<file path="src/rtl/adc_scan_pkg.sv">
// rtl/adc_scan_pkg.sv - shared types, widths and frame encoding for the ADC scan sequencer
package adc_scan_pkg;

    localparam int DATA_W    = 12;
    localparam int CH_W      = 3;
    localparam int FRAME_LEN = 3;

    // Start bit and single-ended select, followed by the channel MSB in byte 0.
    localparam logic [4:0] ADC_START_SGL = 5'b00011;

    typedef enum logic [2:0] {
        ST_IDLE,
        ST_CS_SETUP,
        ST_SEND,
        ST_WAIT_RX,
        ST_CS_HOLD,
        ST_NEXT
    } state_e;

    // Byte idx of the 3-byte conversion frame for channel ch.
    function automatic logic [7:0] frame_byte(input logic [CH_W-1:0] ch, input logic [1:0] idx);
        case (idx)
            2'd0:    frame_byte = {2'b00, ADC_START_SGL, ch[2]};
            2'd1:    frame_byte = {ch[1:0], 6'b000000};
            default: frame_byte = 8'h00;
        endcase
    endfunction

endpackage

</file>
<file path="src/rtl/adc_scan_tick.sv">
// rtl/adc_scan_tick.sv - periodic scan tick generator
// Ports: i_Clk clock, i_Rst async active-high reset, i_Enable counting enable,
//        o_Tick one-cycle pulse every SAMPLE_DIV enabled cycles.
module adc_scan_tick #(
    parameter int SAMPLE_DIV = 12000
) (
    input  logic i_Clk,
    input  logic i_Rst,
    input  logic i_Enable,
    output logic o_Tick
);

    localparam int CNT_W = $clog2(SAMPLE_DIV);

    logic [CNT_W-1:0] cnt_q, cnt_d;
    logic             last;

    assign last = (cnt_q == CNT_W'(SAMPLE_DIV - 1));

    always_comb begin
        cnt_d = cnt_q;
        if (!i_Enable || last) begin
            cnt_d = '0;
        end else begin
            cnt_d = cnt_q + 1'b1;
        end
    end

    always_ff @(posedge i_Clk or posedge i_Rst) begin
        if (i_Rst) begin
            cnt_q <= '0;
        end else begin
            cnt_q <= cnt_d;
        end
    end

    // Gated by i_Enable so a tick coinciding with disable is dropped.
    assign o_Tick = i_Enable && last;

endmodule

</file>
<file path="src/rtl/adc_scan_ctrl.sv">
// rtl/adc_scan_ctrl.sv - periodic multi-channel SAR ADC scan sequencer on a byte SPI master
// Ports: i_Clk/i_Rst clock and async active-high reset; i_Enable scan enable;
//        i_TX_Ready/o_TX_DV/o_TX_Byte byte request to the SPI master;
//        i_RX_DV/i_RX_Byte byte returned by the SPI master; o_SPI_CS_n ADC select;
//        o_Sample_Valid/o_Sample_Data/o_Sample_Ch result strobe; o_Scan_Done last channel;
//        o_Overrun tick lost while busy; o_Busy sequencer active.
module adc_scan_ctrl
    import adc_scan_pkg::*;
#(
    parameter int NUM_CH     = 4,
    parameter int SAMPLE_DIV = 12000,
    parameter int CS_SETUP   = 2,
    parameter int CS_HOLD    = 2
) (
    input  logic              i_Clk,
    input  logic              i_Rst,
    input  logic              i_Enable,
    input  logic              i_TX_Ready,
    input  logic              i_RX_DV,
    input  logic [7:0]        i_RX_Byte,
    output logic [7:0]        o_TX_Byte,
    output logic              o_TX_DV,
    output logic              o_SPI_CS_n,
    output logic              o_Sample_Valid,
    output logic [DATA_W-1:0] o_Sample_Data,
    output logic [CH_W-1:0]   o_Sample_Ch,
    output logic              o_Scan_Done,
    output logic              o_Overrun,
    output logic              o_Busy
);

    localparam int WAIT_W = 8;
    localparam logic [CH_W-1:0] LAST_CH = CH_W'(NUM_CH - 1);

    state_e              state_q, state_d;
    logic [CH_W-1:0]     ch_q, ch_d;
    logic [1:0]          idx_q, idx_d;
    logic [WAIT_W-1:0]   wait_q, wait_d;
    logic [3:0]          hi_q, hi_d;
    logic [DATA_W-1:0]   smp_data_q, smp_data_d;
    logic [CH_W-1:0]     smp_ch_q, smp_ch_d;
    logic                smp_valid_q, smp_valid_d;
    logic                done_q, done_d;
    logic                ovr_q, ovr_d;
    logic                tick;

    adc_scan_tick #(
        .SAMPLE_DIV (SAMPLE_DIV)
    ) u_tick (
        .i_Clk    (i_Clk),
        .i_Rst    (i_Rst),
        .i_Enable (i_Enable),
        .o_Tick   (tick)
    );

    always_comb begin
        state_d     = state_q;
        ch_d        = ch_q;
        idx_d       = idx_q;
        wait_d      = wait_q;
        hi_d        = hi_q;
        smp_data_d  = smp_data_q;
        smp_ch_d    = smp_ch_q;
        smp_valid_d = 1'b0;
        done_d      = 1'b0;
        ovr_d       = tick && (state_q != ST_IDLE);

        case (state_q)
            ST_IDLE: begin
                if (tick) begin
                    state_d = ST_CS_SETUP;
                    ch_d    = '0;
                    wait_d  = '0;
                end
            end
            ST_CS_SETUP: begin
                if (wait_q == WAIT_W'(CS_SETUP - 1)) begin
                    state_d = ST_SEND;
                    idx_d   = '0;
                    wait_d  = '0;
                end else begin
                    wait_d = wait_q + 1'b1;
                end
            end
            ST_SEND: begin
                if (i_TX_Ready) begin
                    state_d = ST_WAIT_RX;
                end
            end
            ST_WAIT_RX: begin
                if (i_RX_DV) begin
                    // Reply to byte 0 carries no data; byte 1 low nibble is data[11:8].
                    if (idx_q == 2'd1) begin
                        hi_d = i_RX_Byte[3:0];
                    end
                    if (idx_q == 2'(FRAME_LEN - 1)) begin
                        state_d     = ST_CS_HOLD;
                        wait_d      = '0;
                        smp_valid_d = 1'b1;
                        smp_data_d  = {hi_q, i_RX_Byte};
                        smp_ch_d    = ch_q;
                        done_d      = (ch_q == LAST_CH);
                    end else begin
                        state_d = ST_SEND;
                        idx_d   = idx_q + 1'b1;
                    end
                end
            end
            ST_CS_HOLD: begin
                if (wait_q == WAIT_W'(CS_HOLD - 1)) begin
                    state_d = ST_NEXT;
                    wait_d  = '0;
                end else begin
                    wait_d = wait_q + 1'b1;
                end
            end
            ST_NEXT: begin
                // CS_n high time between frames; a disable ends the scan here.
                if (wait_q == WAIT_W'(CS_HOLD - 1)) begin
                    wait_d = '0;
                    if ((ch_q != LAST_CH) && i_Enable) begin
                        state_d = ST_CS_SETUP;
                        ch_d    = ch_q + 1'b1;
                    end else begin
                        state_d = ST_IDLE;
                    end
                end else begin
                    wait_d = wait_q + 1'b1;
                end
            end
            default: begin
                state_d = ST_IDLE;
            end
        endcase
    end

    always_ff @(posedge i_Clk or posedge i_Rst) begin
        if (i_Rst) begin
            state_q     <= ST_IDLE;
            ch_q        <= '0;
            idx_q       <= '0;
            wait_q      <= '0;
            hi_q        <= '0;
            smp_data_q  <= '0;
            smp_ch_q    <= '0;
            smp_valid_q <= 1'b0;
            done_q      <= 1'b0;
            ovr_q       <= 1'b0;
        end else begin
            state_q     <= state_d;
            ch_q        <= ch_d;
            idx_q       <= idx_d;
            wait_q      <= wait_d;
            hi_q        <= hi_d;
            smp_data_q  <= smp_data_d;
            smp_ch_q    <= smp_ch_d;
            smp_valid_q <= smp_valid_d;
            done_q      <= done_d;
            ovr_q       <= ovr_d;
        end
    end

    // Decoded from state so reset releases CS_n and kills TX_DV immediately.
    assign o_Busy         = (state_q != ST_IDLE);
    assign o_SPI_CS_n     = (state_q == ST_IDLE) || (state_q == ST_NEXT);
    assign o_TX_DV        = (state_q == ST_SEND) && i_TX_Ready;
    assign o_TX_Byte      = (state_q == ST_SEND) ? frame_byte(ch_q, idx_q) : 8'h00;
    assign o_Sample_Valid = smp_valid_q;
    assign o_Sample_Data  = smp_data_q;
    assign o_Sample_Ch    = smp_ch_q;
    assign o_Scan_Done    = done_q;
    assign o_Overrun      = ovr_q;

endmodule
</file>
<file path="config.mk">
export PLATFORM = sky130hd
export DESIGN_NAME = adc_scan_ctrl
export DESIGN_NICKNAME = d
export VERILOG_FILES = /design/src/rtl/adc_scan_pkg.sv /design/src/rtl/adc_scan_tick.sv /design/src/rtl/adc_scan_ctrl.sv
export SDC_FILE = /design/constraint.sdc
export NUM_CORES = 1
export LEC_CHECK = 0
export BUFFER_PORTS_ARGS = -buffer_cell sky130_fd_sc_hd__buf_2
export CORE_ASPECT_RATIO = 0.5
export CORE_MARGIN = 2
export CORE_UTILIZATION = 40
export DETAILED_ROUTE_END_ITERATION = 6
export GPL_ROUTABILITY_DRIVEN = 0
export PLACE_DENSITY_LB_ADDON = 0.2
export SLEW_MARGIN = 20
export SYNTH_ARGS = -nofsm -noshare
export SYNTH_HDL_FRONTEND = slang
export SYNTH_HIERARCHICAL = 1
export SYNTH_SLANG_ARGS = --single-unit
</file>
<file path="constraint.sdc">
create_clock -name i_Clk -period 2.5 [get_ports i_Clk]
set_input_delay 0.375 -clock i_Clk [delete_from_list [all_inputs] [get_ports i_Clk]]
set_output_delay 0.375 -clock i_Clk [all_outputs]
set_load 0.005 [all_outputs]
</file>
==> results.json <==
{
  "htreeDepth": 2,
  "setup_violations": 0,
  "critPathLaunchType": "register",
  "synth-seq-cells": 52,
  "irDropWorstVdd_uv": 239,
  "holdWs_ns": 0.116,
  "max_freq_mhz": 467,
  "ys_warn_count": 6,
  "vias_per_cell": 5.01,
  "required_ns": 2.68,
  "ys_seq_area_share_pct": 49.8,
  "tightestPinTransition_ns": 0.595,
  "grt_max_degree": 39,
  "worst_ep_arrival_time_ns": 2.32,
  "synth_ff_type": "dfrtp_1",
  "grt_pass1_vias": 1714,
  "port-buffer-count": 38,
  "diodes": 0,
  "timing.final.crit_share_pct": 85.7,
  "leakage_nw": 1.57,
  "die_h_um": 61.2,
  "critPathLaunch": "u_tick/cnt_q[0]",
  "postSynth.asyncResetShare_pct": 100,
  "cts_made_buffers": 5,
  "synthTopCellsByCount": "52 x dfrtp_1, 21 x nor2_1, 19 x mux2_2",
  "slew_headroom_pct": 60.3,
  "grt_pass1_wl_um": 8190,
  "ys_top_cells_by_area": "dfrtp_1 50%, mux2_2 8.2%, ha_1 4.8%",
  "fin_setup_tns_ns": 0,
  "overflow": 0,
  "finalNetCount": 296,
  "synth_top_area_share_pct": 49.8,
  "drt_iter0_drc": 95,
  "cts_buffer_depth": 2,
  "holdBufCountCts": 0,
  "rr_startpoint": "u_tick/cnt_q[0]",
  "crit_fanout": 8,
  "dr.pass1.iters": 4,
  "start_util_pct": 42.3,
  "vias": 1812,
  "design.core.area_sq_um": 6180,
  "gr-usage-all-layers_pct": 14.7,
  "drv_slew": 0,
  "setup.worst_path.class": "register to register",
  "final_antenna_net_count": 0,
  "layout-drive-gt1-share_pct": 27.4,
  "area_delta_synth_final_pct": 16.6,
  "ys_types": 42,
  "powerDensity_nw_per_um2": 562,
  "clkLatencyLatePin_ns": 0.30,
  "avgRoutedWirePerCell_um": 13.7,
  "netlist_area_sq_um": 2610,
  "rsz0062_at_grt": "no",
  "synth-edff-count": 0,
  "drc_errors": 0,
  "min_period_ns": 2.14,
  "dieArea_sq_um": 7240,
  "ioPinCount": 42,
  "syn_area_per_cell_sq_um": 11.1,
  "yosys.area.top_type": "dfrtp_1",
  "rows": 20,
  "clock_skew_ns": 0.00778,
  "cts_tree": "done",
  "yosys.cell_count.top_type": "dfrtp_1",
  "cp-end-kind": "register",
  "postCtsSetupRepairBufs": 0,
  "ctsResizeCount": 0,
  "status": "completed",
  "antenna_found_initial": 0,
  "wl_um": 4950,
  "die_w_um": 118,
  "hold_violations": 0,
  "syn_inst": 235,
  "clock_sinks": 52,
  "maxCapViolations": 0,
  "place_hpwl_um": 3580,
  "r2r_cells": 9,
  "hold_path_class": "primary input to asynchronous set/reset pin",
  "cts-root-buf": "clkbuf_16",
  "path_clk_slew_ns": 0.07
}
==> placed cells by master, fill, tap and decap left out, types with 2 or more instances in the layout <==
cell type and count:
ha_1 10, inv_1 11, nor3_1 6, xor2_1 11
nand3_1 10, o21ai_0 7, nand2_1 9, clkbuf_16 5
buf_2 38, and3_1 12, nor3b_1 2, mux2_1 3
dfrtp_1 52, buf_4 2, nand2b_1 3, a211o_1 4
nor2_1 21, and4_1 6, nand3b_1 2, mux2_2 19
conb_1 3, a221o_1 3, a21oi_1 2, and3_2 2
nor2b_1 2, and2_1 4, nand4_1 7, a22o_1 2
==> layer usage <==
| layer | global-route usage (%) | routed length (um) |
|---|---|---|
| met1 | 18.0 | 2300 |
| met2 | 25.5 | 2430 |
| met3 | 4.26 | 149 |
| met4 | 5.68 | 73 |
| met5 | 0 | 0 |
==> power breakdown <==
| group | internal [mW] | switching, mW | total [mW] | leakage, nW |
|---|---|---|---|---|
| clock | 0.502 | 0.317 | 0.819 | 0.0871 |
| combinational | 0.0135 | 0.0302 | 0.0437 | 0.792 |
| sequential | 0.845 | 0.00528 | 0.850 | 0.695 |
| total | 1.36 | 0.352 | 1.71 | 1.57 |
==> cells by family (layout without fill, tap and decap cells) <==
group | Yosys count | in the layout | share of synthesized area (%)
simple gates | 92 | 92 | 20.6
flops | 52 | 52 | 49.8
compound gates | 24 | 24 | 6.99
mux | 22 | 22 | 9.48
buf+inv | 22 | 59 | 4.16
xor+xnor | 12 | 12 | 4.02
fa+ha+maj | 10 | 10 | 4.79
other cells | 1 | 3 | 0.143
==> sequential cells by signal (all words and copies together) (netlist names) <==
signal / count
u_tick/cnt_q: 14
o_Sample_Data: 12
wait_q: 8
hi_q: 4
ch_q: 3
o_Sample_Ch: 3
state_q: 3
idx_q: 2
o_Overrun: 1
o_Sample_Valid: 1
o_Scan_Done: 1
==> critical path, stage by stage (launching register included) <==
cell,delay (ns)
dfrtp_1,0.43
ha_1,0.24
and4_1,0.25
nand4_1,0.16
nor2_1,0.21
nor2_1,0.06
nor2_1,0.09
a21oi_1,0.06
buf_4,0.18
a221o_1,0.34
==> stage by stage <==
stage	std cells	utilization, %	power, mW	worst slack (ns)	area, sq um
4_1_cts	362	49.3	1.73	0.367	3050
3_3_place_gp	354	46.4	0.910	0.452	2870
5_1_grt	362	49.3	1.77	0.156	3050
3_5_place_dp	354	46.4	0.912	0.378	2870
2_1_floorplan	237	-	0.895	0.694	2620
6_report	362	49.3	1.71	0.358	3050
==> worst paths after layout <==
| kind | endpoint | slack, ns |
|---|---|---|
| worst min register to register | o_Sample_Ch[2] | 0.48 |
| max in group asynchronous | wait_q[4] | 1.96 |
| min in group i_Clk | o_Sample_Data[6] | 0.30 |
| worst min-delay path | u_tick/cnt_q[12] | 0.12 |
| worst max-delay path | wait_q[4] | 0.36 |
| worst max register to register | wait_q[4] | 0.36 |
==> layout make-up <==
| cell class | instances | area [sq um] |
|---|---|---|
| Fill cell | 607 | 3130 |
| Sequential cell | 52 | 1300 |
| Multi-Input combinational cell | 163 | 1210 |
| Timing Repair Buffer | 40 | 205 |
| Clock buffer | 6 | 139 |
| Tap cell | 88 | 110 |
| Inverter | 11 | 41.3 |
| Clock inverter | 2 | 38.8 |
Note: power is estimated with default switching activity, not from simulation.
